### src/rtl/serial_tx_pkg.sv
// Shared types and sizing helpers for the LSB-first serial word transmitter.
package serial_tx_pkg;

    typedef enum logic [1:0] {
        S_IDLE  = 2'd0,
        S_SHIFT = 2'd1,
        S_GAP   = 2'd2
    } tx_state_t;

    localparam int DEF_W   = 8;
    localparam int DEF_GAP = 1;

    // A counter always needs at least one bit, even for a modulus of 1.
    function automatic int clog2_min1(input int n);
        return (n <= 1) ? 1 : $clog2(n);
    endfunction

endpackage

### src/rtl/serial_bit_counter.sv
// Modulo-MOD up-counter with synchronous clear, enable and a terminal-count wrap flag.
module serial_bit_counter #(
    parameter int MOD   = 8,
    parameter int WIDTH = 3
) (
    input  logic             clk,
    input  logic             areset,
    input  logic             clr,
    input  logic             en,
    output logic [WIDTH-1:0] count,
    output logic             wrap
);

    assign wrap = en && (count == WIDTH'(MOD - 1));

    always_ff @(posedge clk or posedge areset) begin
        if (areset) begin
            count <= '0;
        end else if (clr) begin
            count <= '0;
        end else if (en) begin
            count <= wrap ? '0 : count + 1'b1;
        end
    end

endmodule

### src/rtl/serial_lsb_word_tx.sv
// Parallel-to-serial transmitter: one W-bit word per handshake, sent LSB first with sof/eof
// markers, followed by GAP idle cycles.
module serial_lsb_word_tx
    import serial_tx_pkg::*;
#(
    parameter int W   = DEF_W,
    parameter int GAP = DEF_GAP
) (
    input  logic         clk,
    input  logic         areset,
    input  logic         in_valid,
    output logic         in_ready,
    input  logic [W-1:0] in_data,
    output logic         x,
    output logic         x_valid,
    output logic         sof,
    output logic         eof,
    output logic         busy
);

    localparam int CNT_W   = clog2_min1(W);
    localparam int GAP_W   = clog2_min1(GAP + 1);
    localparam int GAP_MOD = (GAP > 0) ? GAP : 1;

    tx_state_t    state;
    tx_state_t    state_next;
    logic [W-1:0] shreg;
    logic [CNT_W-1:0] bit_cnt;
    logic         bit_wrap;
    logic [GAP_W-1:0] gap_cnt_unused;
    logic         gap_wrap;
    logic         accept;

    assign accept = in_valid && in_ready;

    serial_bit_counter #(.MOD(W), .WIDTH(CNT_W)) u_bit_cnt (
        .clk    (clk),
        .areset (areset),
        .clr    (accept),
        .en     (state == S_SHIFT),
        .count  (bit_cnt),
        .wrap   (bit_wrap)
    );

    serial_bit_counter #(.MOD(GAP_MOD), .WIDTH(GAP_W)) u_gap_cnt (
        .clk    (clk),
        .areset (areset),
        .clr    (1'b0),
        .en     (state == S_GAP),
        .count  (gap_cnt_unused),
        .wrap   (gap_wrap)
    );

    always_ff @(posedge clk or posedge areset) begin
        if (areset) begin
            state <= S_IDLE;
        end else begin
            state <= state_next;
        end
    end

    // An accept always reloads the word; this also covers the eof-cycle accept when GAP == 0.
    always_ff @(posedge clk or posedge areset) begin
        if (areset) begin
            shreg <= '0;
        end else if (accept) begin
            shreg <= in_data;
        end else if (state == S_SHIFT) begin
            shreg <= {1'b0, shreg[W-1:1]};
        end
    end

    always_comb begin
        state_next = state;
        case (state)
            S_IDLE: begin
                if (accept) state_next = S_SHIFT;
            end
            S_SHIFT: begin
                if (bit_wrap) begin
                    if (GAP > 0)     state_next = S_GAP;
                    else if (accept) state_next = S_SHIFT;
                    else             state_next = S_IDLE;
                end
            end
            S_GAP: begin
                if (gap_wrap) state_next = S_IDLE;
            end
            default: state_next = S_IDLE;
        endcase
    end

    always_comb begin
        x        = 1'b0;
        x_valid  = 1'b0;
        sof      = 1'b0;
        eof      = 1'b0;
        busy     = (state != S_IDLE);
        in_ready = (state == S_IDLE);
        if (state == S_SHIFT) begin
            x        = shreg[0];
            x_valid  = 1'b1;
            sof      = (bit_cnt == '0);
            eof      = bit_wrap;
            in_ready = (GAP == 0) && bit_wrap;
        end
    end

endmodule

### config.mk
export PLATFORM = sky130hd
export DESIGN_NAME = serial_lsb_word_tx
export DESIGN_NICKNAME = d
export VERILOG_FILES = /design/src/rtl/serial_tx_pkg.sv /design/src/rtl/serial_bit_counter.sv /design/src/rtl/serial_lsb_word_tx.sv
export SDC_FILE = /design/constraint.sdc
export NUM_CORES = 1
export LEC_CHECK = 0
export ABC_AREA = 1
export ABC_CLOCK_PERIOD_IN_PS = 2700
export BUFFER_PORTS_ARGS = -buffer_cell sky130_fd_sc_hd__buf_2
export CORE_MARGIN = 2
export CORE_UTILIZATION = 40
export DETAILED_ROUTE_END_ITERATION = 12
export GPL_ROUTABILITY_DRIVEN = 0
export GPL_TIMING_DRIVEN = 0
export PLACE_DENSITY = 0.67
export SYNTH_ARGS = -nofsm -noshare
export SYNTH_HDL_FRONTEND = slang
export SYNTH_SLANG_ARGS = --single-unit
### constraint.sdc
create_clock -name clk -period 2.7 [get_ports clk]
set_input_delay 0 -clock clk [delete_from_list [all_inputs] [get_ports clk]]
set_output_delay 0 -clock clk [all_outputs]
set_load 0.02 [all_outputs]
; ---- Yosys cells after proc, flatten, opt, wreduce, memory -nomap -nowiden
; Index checks and enable logic that the tools add are counted.
[word_totals]
mem_bits_ro = 0
in_bits = 11
latchBits = 0
mem_bits_rw = 0
memories = 0
out_inout_bits = 6
ff_bits = 14
[classes]
eq_ne = 6
reduce_logical = 8
n_shift = 0
div_mod_pow = 0
mux = 15
multipliers = 0
add_sub_neg = 2
bitwise_logic = 1
order_cmp = 0
[ops]
columns = cell, count
row1 = $mux 8, 2
row2 = $mux 3, 3
row3 = $mux 1, 6
row4 = $mux 2, 3
row5 = $ne 2x2->1 const B, 3
row6 = $pmux 2 s3, 1
row7 = $reduce_bool 2->1, 2
row8 = $add 3x1->3 const B, 1
row9 = $eq 3x3->1 const B, 1
row10 = $logic_and 1x1->1, 3
row11 = $logic_not 3->1, 1
row12 = $reduce_and 3->1, 1
row13 = $eq 2x1->1 const B, 1
row14 = $eq 2x2->1 const B, 1
row15 = $logic_not 2->1, 1
row16 = $add 1x1->1 const B, 1
row17 = $not 1->1, 1

; ---- Logic depth before layout (Yosys ltp)
[depth]
depth_word = 5
ltp_mapped = 7
ltp_nobuf = 7

; ---- Cells and area by module
; From an unflattened synthesis, not the netlist that was laid out.
[unflattened]
cells_unflattened = 96
area_unflattened_um2 = 745.7
[by_module_without_submodules]
columns = mod, area_each_um2, n_inst, seq_area_each_um2, cells_per_inst
row1 = serial_lsb_word_tx, 524.3, 1, 250.2, 66
row2 = serial_bit_counter at u_bit_cnt, 175.2, 1, 75.1, 24
row3 = serial_bit_counter at u_gap_cnt, 46.3, 1, 25.0, 6

; ---- Worst setup path after synthesis
; Ideal clock, no wire load.
[synth_timing]
path_type = register to register
startpoint = reg u_bit_cnt.count[0]
endpoint = reg u_bit_cnt.count[0]
n_path_buf = 0
setup_ps = 71
t_arrival_ps = 1061
required_time_ps = 2629
stages_incl_launch_ff = 8
path_slack_ps = 1568
cell_sequence = dfrtp_1 -> ha_1 -> ha_1 -> inv_1 -> nand3_1 -> nand2_1 -> inv_1 -> nor2_1
[synth_via]
elab_chain_len = 5
[synth_rtl]
columns = element, line
row1 = from (decl), serial_bit_counter.sv:10  ; output logic [WIDTH-1:0] count,
row2 = from (signal assigned), serial_bit_counter.sv:22  ; count <= wrap ? '0 : count + 1'b1;
row3 = branches (longest 2 deep; another with $add 3x1->3), -
row4 = $mux 3 (*), serial_bit_counter.sv:22
row5 = $mux 3 (*), serial_bit_counter.sv:21  ; end else if (en) begin
row6 = $mux 3 (*), serial_bit_counter.sv:19  ; end else if (clr) begin
; Every way passes the cells marked *. The select of a mux whose other input is x is not followed.
; A chain may end at the register's enable or synchronous reset.

; ---- Final worst setup path
[layout_timing]
startpoint = reg state[0]
endpoint = out eof
[layout_via]
elab_chain_len = 3
[layout_rtl]
columns = element, line
row1 = from (decl), serial_lsb_word_tx.sv:25  ; tx_state_t state;
row2 = from (signal assigned), serial_lsb_word_tx.sv:58  ; state <= state_next;
row3 = $eq 2x1->1 (*), "serial_lsb_word_tx.sv:40, serial_lsb_word_tx.sv:100"
row4 = $logic_and 1x1->1, serial_bit_counter.sv:14  ; assign wrap = en && (count == WIDTH'(MOD - 1));
row5 = $mux 1 (*), serial_lsb_word_tx.sv:100  ; if (state == S_SHIFT) begin
row6 = to (decl), serial_lsb_word_tx.sv:17  ; output logic eof,
; Mark *: on every way between the ends. The rest lies on a longest branch, timed or not.

==> out/qor.txt <==
CTS root buf -> clkbuf_4
Endpoints failing hold -> 1
Top Ports -> 17
Hold buffers post-CTS -> 9
Placement Setup Slack -> 1.47 ns
Crit path DAT -> 1.37 ns
Worst-margin pin slew -> 0.522 ns
Crit-path cells -> inv_2 > nor2_4 > buf_6 > nand2_1 > inv_1 > buf_2
Gr ovfl total -> 0
Drt total wl -> 1440 µm
DIE AREA -> 2110 µm²
IO buf count -> 15
Largest net degree at the start of global routing -> 15
Crit-path max FO -> 10
CP endpoint kind -> output port
Worst Path Required -> 2.70 ns
Number of synthesized flops with an enable pin -> 0
Critical path startpoint category -> register
Fmax -> 732 MHz
Post-synth top area cell -> dfrtp_1
Die Width -> 45.9 µm
Ys Warns -> 0
Wire length per cell -> 11.2 µm
Sw power -> 0.369 mW
Min Hold Slack -> -0.00281 ns
CTS tree -> done
Setup Skew -> 0.00685 ns
Initial antenna violation count -> 0
Drt pass-1 iters -> 4
Worst skew pair latency -> 0.28 ns
CTS Buf Count -> 3
CTS max path bufs -> 2
Core region area -> 1690 µm²
Crit path max-delay family -> flip-flops
Min Tclk post-route -> 1.37 ns
CTS Sinks -> 14
Clock share of power -> 16.8%
Clk slew on worst S/H paths -> 0.09 ns
Switching part of the total -> 40.9%
Fraction of layout cells with a size suffix above 1 -> 25.2%
Leakage power -> 0.514 nW
Final worst slack -> 1.33 ns
Failing checks -> negative hold slack
Dpl hpwl -> 988 µm
Htree depth -> 1
First-pass GRT wire length -> 2390 µm
Status -> finished with violations
Slew HR -> 65.2%
Number of remaining DRC errors -> 0
DR vias -> 634
Sequential cell area fraction in the yosys report -> 49.9%
Synth Register Bits -> 14
Cell area after synthesis -> 702 µm²
Synth Net Count -> 97
Detailed-route vias per instance -> 4.95
Ys flop type -> dfrtp_1
RSZ-0062 raised after global routing -> false
Pint -> 0.533 mW
Met1 Resource Use GR -> 21.2%
Syn Area/Cell -> 8.46 µm²
Final Power -> 0.901 mW
Worst IR drop on VDD -> 0.520 mV
Syn Inst Count -> 83
Final Max Tran Viols -> 0
Crit Path Category -> register to output port
Slowest-stage cell, CP -> dfrtp_1
CTS resizes -> 0
Fin nets -> 126
Final Setup Violations -> 0
Worst min path class -> input pin to register
Fin crit share -> 50.6%
Crit path largest cell delay -> 0.46 ns
Vert. Die Dim -> 45.9 µm
Top cell type's share of synthesized area -> 49.9%
Setup TNS -> 0 ns
Cell area power density -> 975 nW/µm²
Asr flop ratio synth -> 100%
ANT nets after route -> 0
Largest cells by area after synthesis -> dfrtp_1, nand3_1, nand2_1, ha_1, inv_1
CP bufs+invs -> 4
Vias in the first global route -> 598
Initial DRC Count -> 9
Layout Area Growth over Synthesis -> 31.7%
M2 GR Usage -> 25.3%
FP Rows -> 15
Count of cell types in the netlist -> 15
Ant diodes -> 0
Post-CTS Setup Inserts -> 0
Met3 usage -> 4.76%
Initial Utilization -> 41.6%
Gr usage total -> 15.9%
GRT busiest layer -> met2
Max cap viols -> 0
Comb pwr share -> 45.1%
Seq pwr share -> 38.0%
## placed cells by master (no fill, tap or decap), drive strengths merged
master / n
nand2: 27
nand3: 20
buf: 18
dfrtp: 14
dlygate4sd3: 9
inv: 9
clkbuf: 4
nor2: 4
ha: 3
o21ai: 1
and3: 1
a21boi: 1
## logic make-up (layout without fill, tap and decap cells)
logic type                 Yosys count  in the layout  share of synthesized area (%)
AOI/OAI and AO/OA                    2              2                           2.32
adders and majority gates            3              3                           5.35
and+or+nand+nor                     52             52                           33.7
buffers and inverters               12             40                           8.73
DFF                                 14             14                           49.9
## through the flow
stage	utilization [%]	hold slack [ns]	std cells	instance area [µm²]
2_1_floorplan	-	-0.111	83	702
3_3_place_gp	47.3	0.0699	115	798
3_5_place_dp	47.3	0.0659	115	798
4_1_cts	54.7	0.000825	128	925
5_1_grt	54.7	0.0217	128	925
6_report	54.7	-0.00281	128	925
## layer usage
metal  wire (µm)  up-vias  share of wire [%]
li1            -      322                  -
met1         643      292                 45
met2         725       18                 50
met3          61        2                4.2
met4           9        0               0.63
met5           0        -                  0
## sequential cells by signal, indices dropped and copies added, names as in the netlist
name and flops:
u_bit_cnt.count 3, u_gap_cnt.count 1, state 2, shreg 8
## worst min-delay path: cells and delay by family
family / cells / cell delay [ns]
and+or+nand+nor: 2 / 0.13
buffers and inverters: 1 / 0.11
## cell usage after synthesis, types with 2 or more instances
cell,count
ha_1,3
nand2_1,26
buf_6,2
nand3_1,20
inv_1,8
nor2_1,2
dfrtp_1,14
## path summary, 6_finish.rpt
path                                    startpoint                 end  slack, ns  cells past startpoint
worst min-delay path                      in_valid            state[0]     -0.003                      3
worst min register to register            shreg[7]            shreg[7]       0.49                      2
min in group asynchronous                   areset            shreg[5]       0.33                      3
worst max register to register  u_bit_cnt.count[0]  u_bit_cnt.count[0]       1.45                      7
worst max-delay path                      state[0]                 eof       1.33                      6
max in group asynchronous                   areset  u_bit_cnt.count[1]       2.02                      3
## layout make-up
cell class	count	area [µm²]
Fill cell	159	764
Sequential cell	14	350
Multi-Input combinational cell	57	290
Timing Repair Buffer	24	165
Clock buffer	4	36.3
Inverter	9	33.8
Buffer	3	27.5
Tap cell	17	21.3
## power groups by stage
| stage | sequential, mW | combinational [mW] | clock [mW] |
|---|---|---|---|
| after global placement | 0.346 | 0.391 | 0 |
| after CTS | 0.343 | 0.412 | 0.153 |
| after detailed placement | 0.348 | 0.401 | 0 |
| after floorplan | 0.335 | 0.309 | 0 |
| after global routing | 0.355 | 0.472 | 0.167 |
| final | 0.343 | 0.407 | 0.152 |
Note: power is estimated with default switching activity, not from simulation.
